**src/rtl/led_cube_pkg.sv**
```systemverilog
// rtl/led_cube_pkg.sv - shared LED cube layer-path types and constants
//
// Purpose: constants and types shared by the layer-request encoder and the
//          layer select decoder.
// Contents:
//   CODE_W, NUM_LAYERS                          layer code width / layer count
//   DEFAULT_BLANK_CYCLES, DEFAULT_DWELL_CYCLES  default slot timing
//   layer_state_t                               decoder slot FSM states
//   cnt_width()                                 width of the blank/dwell counter
package led_cube_pkg;

    localparam int CODE_W               = 3;
    localparam int NUM_LAYERS           = 2 ** CODE_W;
    localparam int DEFAULT_BLANK_CYCLES = 4;
    localparam int DEFAULT_DWELL_CYCLES = 1000;

    typedef enum logic [1:0] {
        ST_IDLE  = 2'd0,
        ST_BLANK = 2'd1,
        ST_ON    = 2'd2
    } layer_state_t;

    // One counter serves both intervals, so it must hold the larger load value.
    function automatic int cnt_width(input int blank_cycles, input int dwell_cycles);
        int max_v;
        max_v = (blank_cycles > dwell_cycles) ? blank_cycles : dwell_cycles;
        return (max_v < 1) ? 1 : $clog2(max_v + 1);
    endfunction

endpackage

```
**src/rtl/layer_onehot_dec.sv**
```systemverilog
// rtl/layer_onehot_dec.sv - combinational layer code to one-hot decoder with zero gate
//
// Purpose: turns a CODE_W layer index into a NUM_LAYERS one-hot vector;
//          i_zero forces the output to all zero (empty slot).
// Ports:
//   i_code    in   CODE_W      layer index
//   i_zero    in   1           1 = drive no layer
//   o_onehot  out  NUM_LAYERS  one-hot enable, or all zero
module layer_onehot_dec #(
    parameter int CODE_W     = 3,
    parameter int NUM_LAYERS = 2 ** CODE_W
) (
    input  logic [CODE_W-1:0]     i_code,
    input  logic                  i_zero,
    output logic [NUM_LAYERS-1:0] o_onehot
);

    always_comb begin
        o_onehot = '0;
        if (!i_zero) begin
            o_onehot[i_code] = 1'b1;
        end
    end

endmodule

```
**src/rtl/layer_select_decoder.sv**
```systemverilog
// rtl/layer_select_decoder.sv - layer slot sequencer with blank and dwell intervals
//
// Purpose: accepts a {code, z} layer request via valid/ready and lights the
//          decoded layer for DWELL_CYCLES after a BLANK_CYCLES all-off interval.
// Ports:
//   clk          in   1           system clock, rising edge
//   rst_n        in   1           synchronous reset, active low
//   in_code      in   CODE_W      layer index to light
//   in_z         in   1           1 = empty slot, no layer lit
//   in_valid     in   1           request valid
//   in_ready     out  1           request can be accepted (IDLE)
//   layer_en     out  NUM_LAYERS  registered one-hot layer enable, or zero
//   active_code  out  CODE_W      latched index of the slot being served
//   busy         out  1           slot in progress (BLANK or ON)
//   slot_done    out  1           pulse on the last ON cycle
module layer_select_decoder #(
    parameter int CODE_W       = led_cube_pkg::CODE_W,
    parameter int BLANK_CYCLES = led_cube_pkg::DEFAULT_BLANK_CYCLES,
    parameter int DWELL_CYCLES = led_cube_pkg::DEFAULT_DWELL_CYCLES
) (
    input  logic                     clk,
    input  logic                     rst_n,
    input  logic [CODE_W-1:0]        in_code,
    input  logic                     in_z,
    input  logic                     in_valid,
    output logic                     in_ready,
    output logic [(2**CODE_W)-1:0]   layer_en,
    output logic [CODE_W-1:0]        active_code,
    output logic                     busy,
    output logic                     slot_done
);

    import led_cube_pkg::*;

    localparam int N_LAYERS = 2 ** CODE_W;
    localparam int CNT_W    = cnt_width(BLANK_CYCLES, DWELL_CYCLES);

    localparam logic [CNT_W-1:0] BLANK_LOAD =
        (BLANK_CYCLES > 0) ? CNT_W'(BLANK_CYCLES - 1) : '0;
    localparam logic [CNT_W-1:0] DWELL_LOAD =
        (DWELL_CYCLES > 0) ? CNT_W'(DWELL_CYCLES - 1) : '0;

    layer_state_t          r_state;
    layer_state_t          w_state_nxt;
    logic [CNT_W-1:0]      r_cnt;
    logic [CNT_W-1:0]      w_cnt_nxt;
    logic [CODE_W-1:0]     r_code;
    logic [CODE_W-1:0]     w_code_nxt;
    logic                  r_z;
    logic                  w_z_nxt;
    logic [N_LAYERS-1:0]   w_dec;
    logic [N_LAYERS-1:0]   r_layer_en;
    logic                  r_busy;
    logic                  r_slot_done;

    // Next-state and counter logic. The counter only decrements while non-zero,
    // so it parks at 0 instead of wrapping.
    always_comb begin
        w_state_nxt = r_state;
        w_cnt_nxt   = r_cnt;
        w_code_nxt  = r_code;
        w_z_nxt     = r_z;
        case (r_state)
            ST_IDLE: begin
                if (in_valid) begin
                    w_code_nxt = in_code;
                    w_z_nxt    = in_z;
                    if (BLANK_CYCLES == 0) begin
                        w_state_nxt = ST_ON;
                        w_cnt_nxt   = DWELL_LOAD;
                    end else begin
                        w_state_nxt = ST_BLANK;
                        w_cnt_nxt   = BLANK_LOAD;
                    end
                end
            end
            ST_BLANK: begin
                if (r_cnt == '0) begin
                    w_state_nxt = ST_ON;
                    w_cnt_nxt   = DWELL_LOAD;
                end else begin
                    w_cnt_nxt = r_cnt - CNT_W'(1);
                end
            end
            ST_ON: begin
                if (r_cnt == '0) begin
                    w_state_nxt = ST_IDLE;
                end else begin
                    w_cnt_nxt = r_cnt - CNT_W'(1);
                end
            end
            default: begin
                w_state_nxt = ST_IDLE;
                w_cnt_nxt   = '0;
            end
        endcase
    end

    // Decode from the next-cycle code so the registered enable lines up with
    // the state register; the z flag gates the whole slot dark.
    layer_onehot_dec #(
        .CODE_W     (CODE_W),
        .NUM_LAYERS (N_LAYERS)
    ) u_dec (
        .i_code   (w_code_nxt),
        .i_zero   (w_z_nxt),
        .o_onehot (w_dec)
    );

    // Outputs are registered from the next state, so layer_en can only be
    // non-zero in ON; every slot passes through IDLE, so two layers never overlap.
    always_ff @(posedge clk) begin
        if (!rst_n) begin
            r_state     <= ST_IDLE;
            r_cnt       <= '0;
            r_code      <= '0;
            r_z         <= 1'b0;
            r_layer_en  <= '0;
            r_busy      <= 1'b0;
            r_slot_done <= 1'b0;
        end else begin
            r_state     <= w_state_nxt;
            r_cnt       <= w_cnt_nxt;
            r_code      <= w_code_nxt;
            r_z         <= w_z_nxt;
            r_layer_en  <= (w_state_nxt == ST_ON) ? w_dec : '0;
            r_busy      <= (w_state_nxt != ST_IDLE);
            r_slot_done <= (w_state_nxt == ST_ON) && (w_cnt_nxt == '0);
        end
    end

    assign in_ready    = (r_state == ST_IDLE);
    assign layer_en    = r_layer_en;
    assign active_code = r_code;
    assign busy        = r_busy;
    assign slot_done   = r_slot_done;

endmodule
```
**config.mk**
```make
export PLATFORM = sky130hd
export DESIGN_NAME = layer_select_decoder
export DESIGN_NICKNAME = d
export VERILOG_FILES = /design/src/rtl/led_cube_pkg.sv /design/src/rtl/layer_onehot_dec.sv /design/src/rtl/layer_select_decoder.sv
export SDC_FILE = /design/constraint.sdc
export NUM_CORES = 1
export LEC_CHECK = 0
export ABC_CLOCK_PERIOD_IN_PS = 3600
export CAP_MARGIN = 25
export CORE_ASPECT_RATIO = 1.5
export CORE_MARGIN = 3
export CORE_UTILIZATION = 45
export DETAILED_ROUTE_END_ITERATION = 10
export HOLD_SLACK_MARGIN = 0.1
export PLACE_DENSITY = 0.68
export SYNTH_ARGS = -nofsm -noshare
export SYNTH_HDL_FRONTEND = slang
export SYNTH_SLANG_ARGS = --single-unit
```
**constraint.sdc**
```tcl
create_clock -name clk -period 3.6 [get_ports clk]
set_input_delay 0.72 -clock clk [delete_from_list [all_inputs] [get_ports clk]]
set_output_delay 0.72 -clock clk [all_outputs]
set_load 0.01 [all_outputs]
```
==> results_dict.tcl, run 1 <==
set metrics [dict create \
    ys_warn_count 0 \
    p_sw_frac 0.4617 \
    ys_seq_area_frac 0.4078 \
    rsz0062_at_grt "no" \
    worstPathMaxFanout 8 \
    criticalPathCategory "reg2reg" \
    via_per_inst 5.640 \
    slowest_delay_ns 0.55 \
    cp.arrival_ns 2.86 \
    path_cells "inv_1 -> ha_1 -> or3b_2 -> nor4_4 -> inv_2 -> ha_1 -> nor2_1 -> o32a_1 -> nand3b_1 -> nor4_2" \
    place_inst 208 \
    synth.area.mux_share 0.01569 \
    hold_path.class "reg2reg" \
    yosys.area_share.simple 0.2941 \
    grt_pass1_wl_mm 5.168 \
    cts_sinks 26 \
    portBuffers 20 \
    n_antenna_cell 0 \
    maxCapViolCount 0 \
    synth-seq-cells 26 \
    cp.required_ns 3.79 \
    gp_congestion 0.9510 \
    hold_path_depth 2 \
    vias 1190 \
    power_density_nw_per_um2 929.4 \
    seqPwrFrac 0.324 \
    startpoint_type "flop" \
    grt_pass1_vias 1184 \
    die_h_um 71.23 \
    nets 185 \
    cts_root_buf "clkbuf_8" \
    clock_power_share 0.111 \
    relSlewSlack 0.4943 \
    synthesis.area_um2 1276 \
    fin_cells 211 \
    final_hold_viol_count 0 \
    p_leak_nw 0.5673 \
    antenna_found_initial 0 \
    syn2layout_area_growth_pct 21.37 \
    drc 0 \
    drt-total-wl_mm 3.087 \
    ir_worst_vdd_v 0.0005668 \
    syn_nets 164 \
    std_cell_rows 23 \
    synth_edf_count 0 \
    cts_buffers 3 \
    cts_resized 0 \
    drv_slew 0 \
    power_frac_comb 0.565 \
    layout-drive-gt1-share 0.08621 \
    synth_top_family_by_area "simple AND/OR/NAND/NOR gates" \
    dp_slack_ns 0.7374 \
    synth_cells 155 \
    postSynthAreaPerCell_um2 8.234 \
    postRouteAntennaNets 0 \
    setup_tns_ns 0 \
    clk_pin_slew_ns 0.08 \
    io_pins 21 \
    layout_common_cells "32 x nor2_1, 26 x dfxtp_1, 20 x clkdlybuf4s50_1" \
    period_share 0.7421 \
    crit_top_cell "ha_1" \
    initialDrtViolationCount 50 \
    cts_tree "done" \
    synthArstFlopShare 0 \
    die-width_um 49.48 \
    grt_overflow_total 0 \
    finalCriticalPeriod_ns 2.672 \
    die_area_um2 3524 \
    clk_latency_ns 0.27 \
    post_synth_num_cell_types 47 \
    synth-xor-area-share 0.02745 \
    holdBufCountCts 0 \
    fmax_ghz 0.3743 \
    final.setup_skew_ns 0.003649 \
    drt-wirelength-per-cell_um 14.63 \
    clk_path_buf_depth 2 \
    slowest_stage "or3b_2" \
    synth_flop_cell "dfxtp_1" \
    synth_fa_ha_area_frac 0.01961 \
    core_area_um2 2705 \
    r2r_cells 10 \
    htree_levels 1 \
    status "complete, no violations" \
    grt.total_usage 0.1879 \
    mostFrequentLayoutCell "nor2_1" \
    synth-compound-area-share 0.2000 \
    dr.pass1.iters 4 \
    finalSetupViolations 0 \
    fin_ws_ns 0.9283 \
    tightest_slew_ns 0.7527 \
    place.detailed.hpwl_mm 2.404 \
    p_int_uw 774.9 \
    p_switching_uw 664.7 \
    cp-end-kind "flop" \
    grt_max_degree 18 \
    cts_setup_buffers 0 \
    start_util 0.4718 \
]
cells in the mapped netlist (2+ instances only):
library cell / number / share of area
nor3_1: 9 / 0.035
nand2b_1: 3 / 0.015
xor2_1: 2 / 0.014
nor2_1: 32 / 0.094
inv_1: 6 / 0.018
nor3b_1: 3 / 0.018
nor2b_1: 3 / 0.015
a22oi_1: 2 / 0.012
o21ai_2: 2 / 0.014
or3b_2: 2 / 0.014
o21ai_0: 3 / 0.012
inv_2: 2 / 0.0059
clkbuf_1: 4 / 0.012
xnor2_1: 2 / 0.014
a31oi_1: 4 / 0.020
nor4_1: 2 / 0.0098
mux2i_1: 2 / 0.016
o21ai_1: 2 / 0.0078
nand3_1: 2 / 0.0078
dfxtp_1: 26 / 0.41
ha_1: 2 / 0.020
a21oi_1: 9 / 0.035
nand2_1: 7 / 0.021
flip-flops by register name, indices dropped and copies added (netlist names):
register and flops:
active_code 3, busy 1, layer_en 8, r_cnt 10, r_state 2, r_z 1, slot_done 1
cell type report:
type,instances,area [um^2]
fill,265,1156
multi-input combinational,117,710.7
sequential,26,520.5
timing repair buffer,20,200.2
tap,37,46.29
clock buffer,3,41.29
inverter,8,30.03
routing by layer:
metal,GRT usage,routed length (um)
met1,0.1968,1194
met2,0.3433,1620
met3,0.03119,146
met4,0.1169,125
met5,0,0
power by group through the flow:
stage / Clock, mW / Sequential [mW] / Combinational (mW)
after floorplan: 0 / 0.430 / 0.637
after global placement: 0 / 0.469 / 0.791
after detailed placement: 0 / 0.469 / 0.805
after CTS: 0.163 / 0.462 / 0.807
after global routing: 0.171 / 0.477 / 0.895
final: 0.160 / 0.466 / 0.814
critical path, delay by kind of cell, from the launching register on:
| family | cells | cell delay, ns |
|---|---|---|
| AND/OR/NAND/NOR | 5 | 1.33 |
| buffers and inverters | 2 | 0.22 |
| adder cells (fa/ha/maj) | 2 | 0.51 |
| AO/OA/AOI/OAI | 1 | 0.18 |
| flip-flops | 1 | 0.35 |
final timing paths:
kind,start,end,slack (ns)
hold reg to reg,r_z$_SDFF_PN0_,r_z$_SDFF_PN0_,0.49
hold / removal,r_z$_SDFF_PN0_,r_z$_SDFF_PN0_,0.49
setup / recovery,r_cnt[0]$_SDFF_PN0_,slot_done$_SDFF_PN0_,0.93
setup reg to reg,r_cnt[0]$_SDFF_PN0_,slot_done$_SDFF_PN0_,0.93
cells by family (layout without fill, tap and decap cells):
logic type / after synthesis / in the layout
compound gates: 37 / 37
xor+xnor: 4 / 4
fa+ha+maj: 2 / 2
buf+inv: 12 / 31
flops: 26 / 26
mux: 2 / 2
simple gates: 72 / 72
per-stage QoR:
stage / util / total power, mW / hold slack (ns) / cell area (um^2)
2_1_floorplan: - / 1.066 / 0.4499 / 1276
3_3_place_gp: 0.5574 / 1.260 / 0.4648 / 1508
3_5_place_dp: 0.5574 / 1.274 / 0.4762 / 1508
4_1_cts: 0.5726 / 1.432 / 0.4881 / 1549
5_1_grt: 0.5726 / 1.544 / 0.5180 / 1549
6_report: 0.5726 / 1.440 / 0.4855 / 1549
Note: power is estimated with default switching activity, not from simulation.
==> run 2: changes to the inputs <==
ABC_CLOCK_PERIOD_IN_PS = 2300   (was 3600)
PLACE_DENSITY = 0.71   (was 0.68)
clock period = 2.3 ns   (was 3.6 ns; I/O delays follow)
==> run 2 against run 1 <==
Clock power increased by 130%. Core utilization grew 4.4 points. Critical endpoint unchanged. Power up 78%.
==> results_dict.tcl, run 2 (synthesis results as in run 1) <==
set metrics [dict create \
    criticalPathCategory "reg2reg" \
    grt_overflow_total 0 \
    largest_reg_flops 10 \
    n_antenna_cell 0 \
    clk_latency_ns 0.27 \
    clock_power_share 0.144 \
    clk_path_buf_depth 2 \
    cp-end-kind "flop" \
    start_util 0.4718 \
    seqPwrFrac 0.281 \
    power_density_nw_per_um2 1540 \
    grt_max_degree 18 \
    p_sw_frac 0.4284 \
    core_area_um2 2705 \
    grt.total_usage 0.1981 \
    startpoint_type "flop" \
    place.detailed.hpwl_mm 2.572 \
    multi_input_area_um2 738.2 \
    antenna_found_initial 0 \
    io_pins 21 \
    worstPathMaxFanout 5 \
    p_int_mw 1.468 \
    drt-total-wl_mm 3.261 \
    layout-drive-gt1-share 0.1585 \
    ir_worst_vdd_v 0.0007207 \
    clk_pin_slew_ns 0.09 \
    power_frac_comb 0.575 \
    globalRouteMet2Util 0.3776 \
    final_hold_viol_count 0 \
    mostFrequentLayoutCell "nor2_1" \
    p_switching_mw 1.100 \
    cts_buffers 3 \
    vias 1230 \
    maxCapViolCount 0 \
    cts_sinks 26 \
    status "complete, no violations" \
    dr.pass1.iters 4 \
    portBuffers 20 \
    rsz0062_at_grt "no" \
    syn2layout_area_growth_pct 30.69 \
    layout_common_cells "32 x nor2_1, 25 x dfxtp_1, 20 x clkdlybuf4s50_1" \
    drc 0 \
    hold_path.class "reg2reg" \
    drv_slew 0 \
    p_leak_nw 0.6228 \
    setup_tns_ns 0 \
    cts_root_buf "clkbuf_8" \
    nets 193 \
    grt.busiest_layer "met2" \
    final.setup_skew_ns 0.001805 \
    finalCriticalPeriod_ns 2.148 \
    relSlewSlack 0.6404 \
    grt_pass1_vias 1207 \
    drt-wirelength-per-cell_um 14.82 \
    fmax_ghz 0.4655 \
    finalSetupViolations 0 \
    postRouteAntennaNets 0 \
    power_mw 2.568 \
    die-width_um 49.48 \
    tightest_slew_ns 0.5354 \
    use_met1 0.2039 \
    cts_tree "done" \
    die_h_um 71.23 \
    seq_area_um2 521.8 \
    r2r_setup_slack_ns 0.15 \
    gp_congestion 0.9522 \
    use_met3 0.02911 \
    std_cell_rows 23 \
    cp.arrival_ns 2.33 \
    period_share 0.9339 \
    die_area_um2 3524 \
    n_fill_cell 267 \
    grt_pass1_wl_mm 5.430 \
    largest-register "r_cnt" \
    cp.required_ns 2.49 \
    initialDrtViolationCount 40 \
    via_per_inst 5.591 \
    htree_levels 1 \
]
==> run 2: power groups by stage <==
stage	Combinational [mW]	Sequential (mW)	Clock (mW)
floorplan	1.05	0.680	0
global placement	1.41	0.721	0
detailed placement	1.42	0.724	0
CTS	1.43	0.716	0.380
global route	1.62	0.737	0.395
finish	1.48	0.721	0.370
==> run 2: cell type report <==
| class | count | area share |
|---|---|---|
| multi-input cells | 117 | 0.4426 |
| flip-flops and latches | 26 | 0.3128 |
| repair buffers | 28 | 0.1560 |
| clock inverters | 1 | 0.01800 |
| inverters | 8 | 0.01800 |
| well taps | 37 | 0.02776 |
| clock buffers | 3 | 0.02476 |
==> run 2: worst max-delay path: stages (launching register included) <==
cell and delay, ns:
dfxtp_1 0.34, inv_2 0.09, ha_4 0.15, or3b_4 0.42, nor4_4 0.18, inv_2 0.09
ha_4 0.23, nor2_1 0.08, o32a_1 0.17, nand3b_1 0.10, nor4_2 0.21
==> run 2: final timing paths <==
kind / startpoint / to / cells past startpoint
setup / recovery: r_cnt[1]$_SDFF_PN0_ / slot_done$_SDFF_PN0_ / 10
hold / removal: r_z$_SDFF_PN0_ / r_z$_SDFF_PN0_ / 2
hold reg to reg: r_z$_SDFF_PN0_ / r_z$_SDFF_PN0_ / 2
setup reg to reg: r_cnt[1]$_SDFF_PN0_ / slot_done$_SDFF_PN0_ / 10
==> run 2: repair_timing <==
item                                    4_1_cts  5_1_grt
hold buffers                                  0        0
endpoints found under the setup margin        0        2
hold endpoints to repair                      0        0
resized for setup                             0        1
buffers inserted                              0        1
==> run 2: stage by stage <==
step                      area (um^2)    util  std cells  hold WS, ns  worst slack [ns]
after floorplan                  1305       -        155       0.4499          0.003980
after global placement           1589  0.5874        215       0.4641            0.1311
final                            1668  0.6166        220       0.4930            0.1520
after global routing             1668  0.6166        220       0.5370           0.02114
after CTS                        1660  0.6138        219       0.5027           0.04622
after detailed placement         1589  0.5874        215       0.4901           0.08024
==> run 2: per-layer routing <==
layer  part of all wire  up-vias
met5                  0        -
met4              0.035        0
met3              0.045       10
met2               0.55       38
met1               0.37      570
li1                   -      612
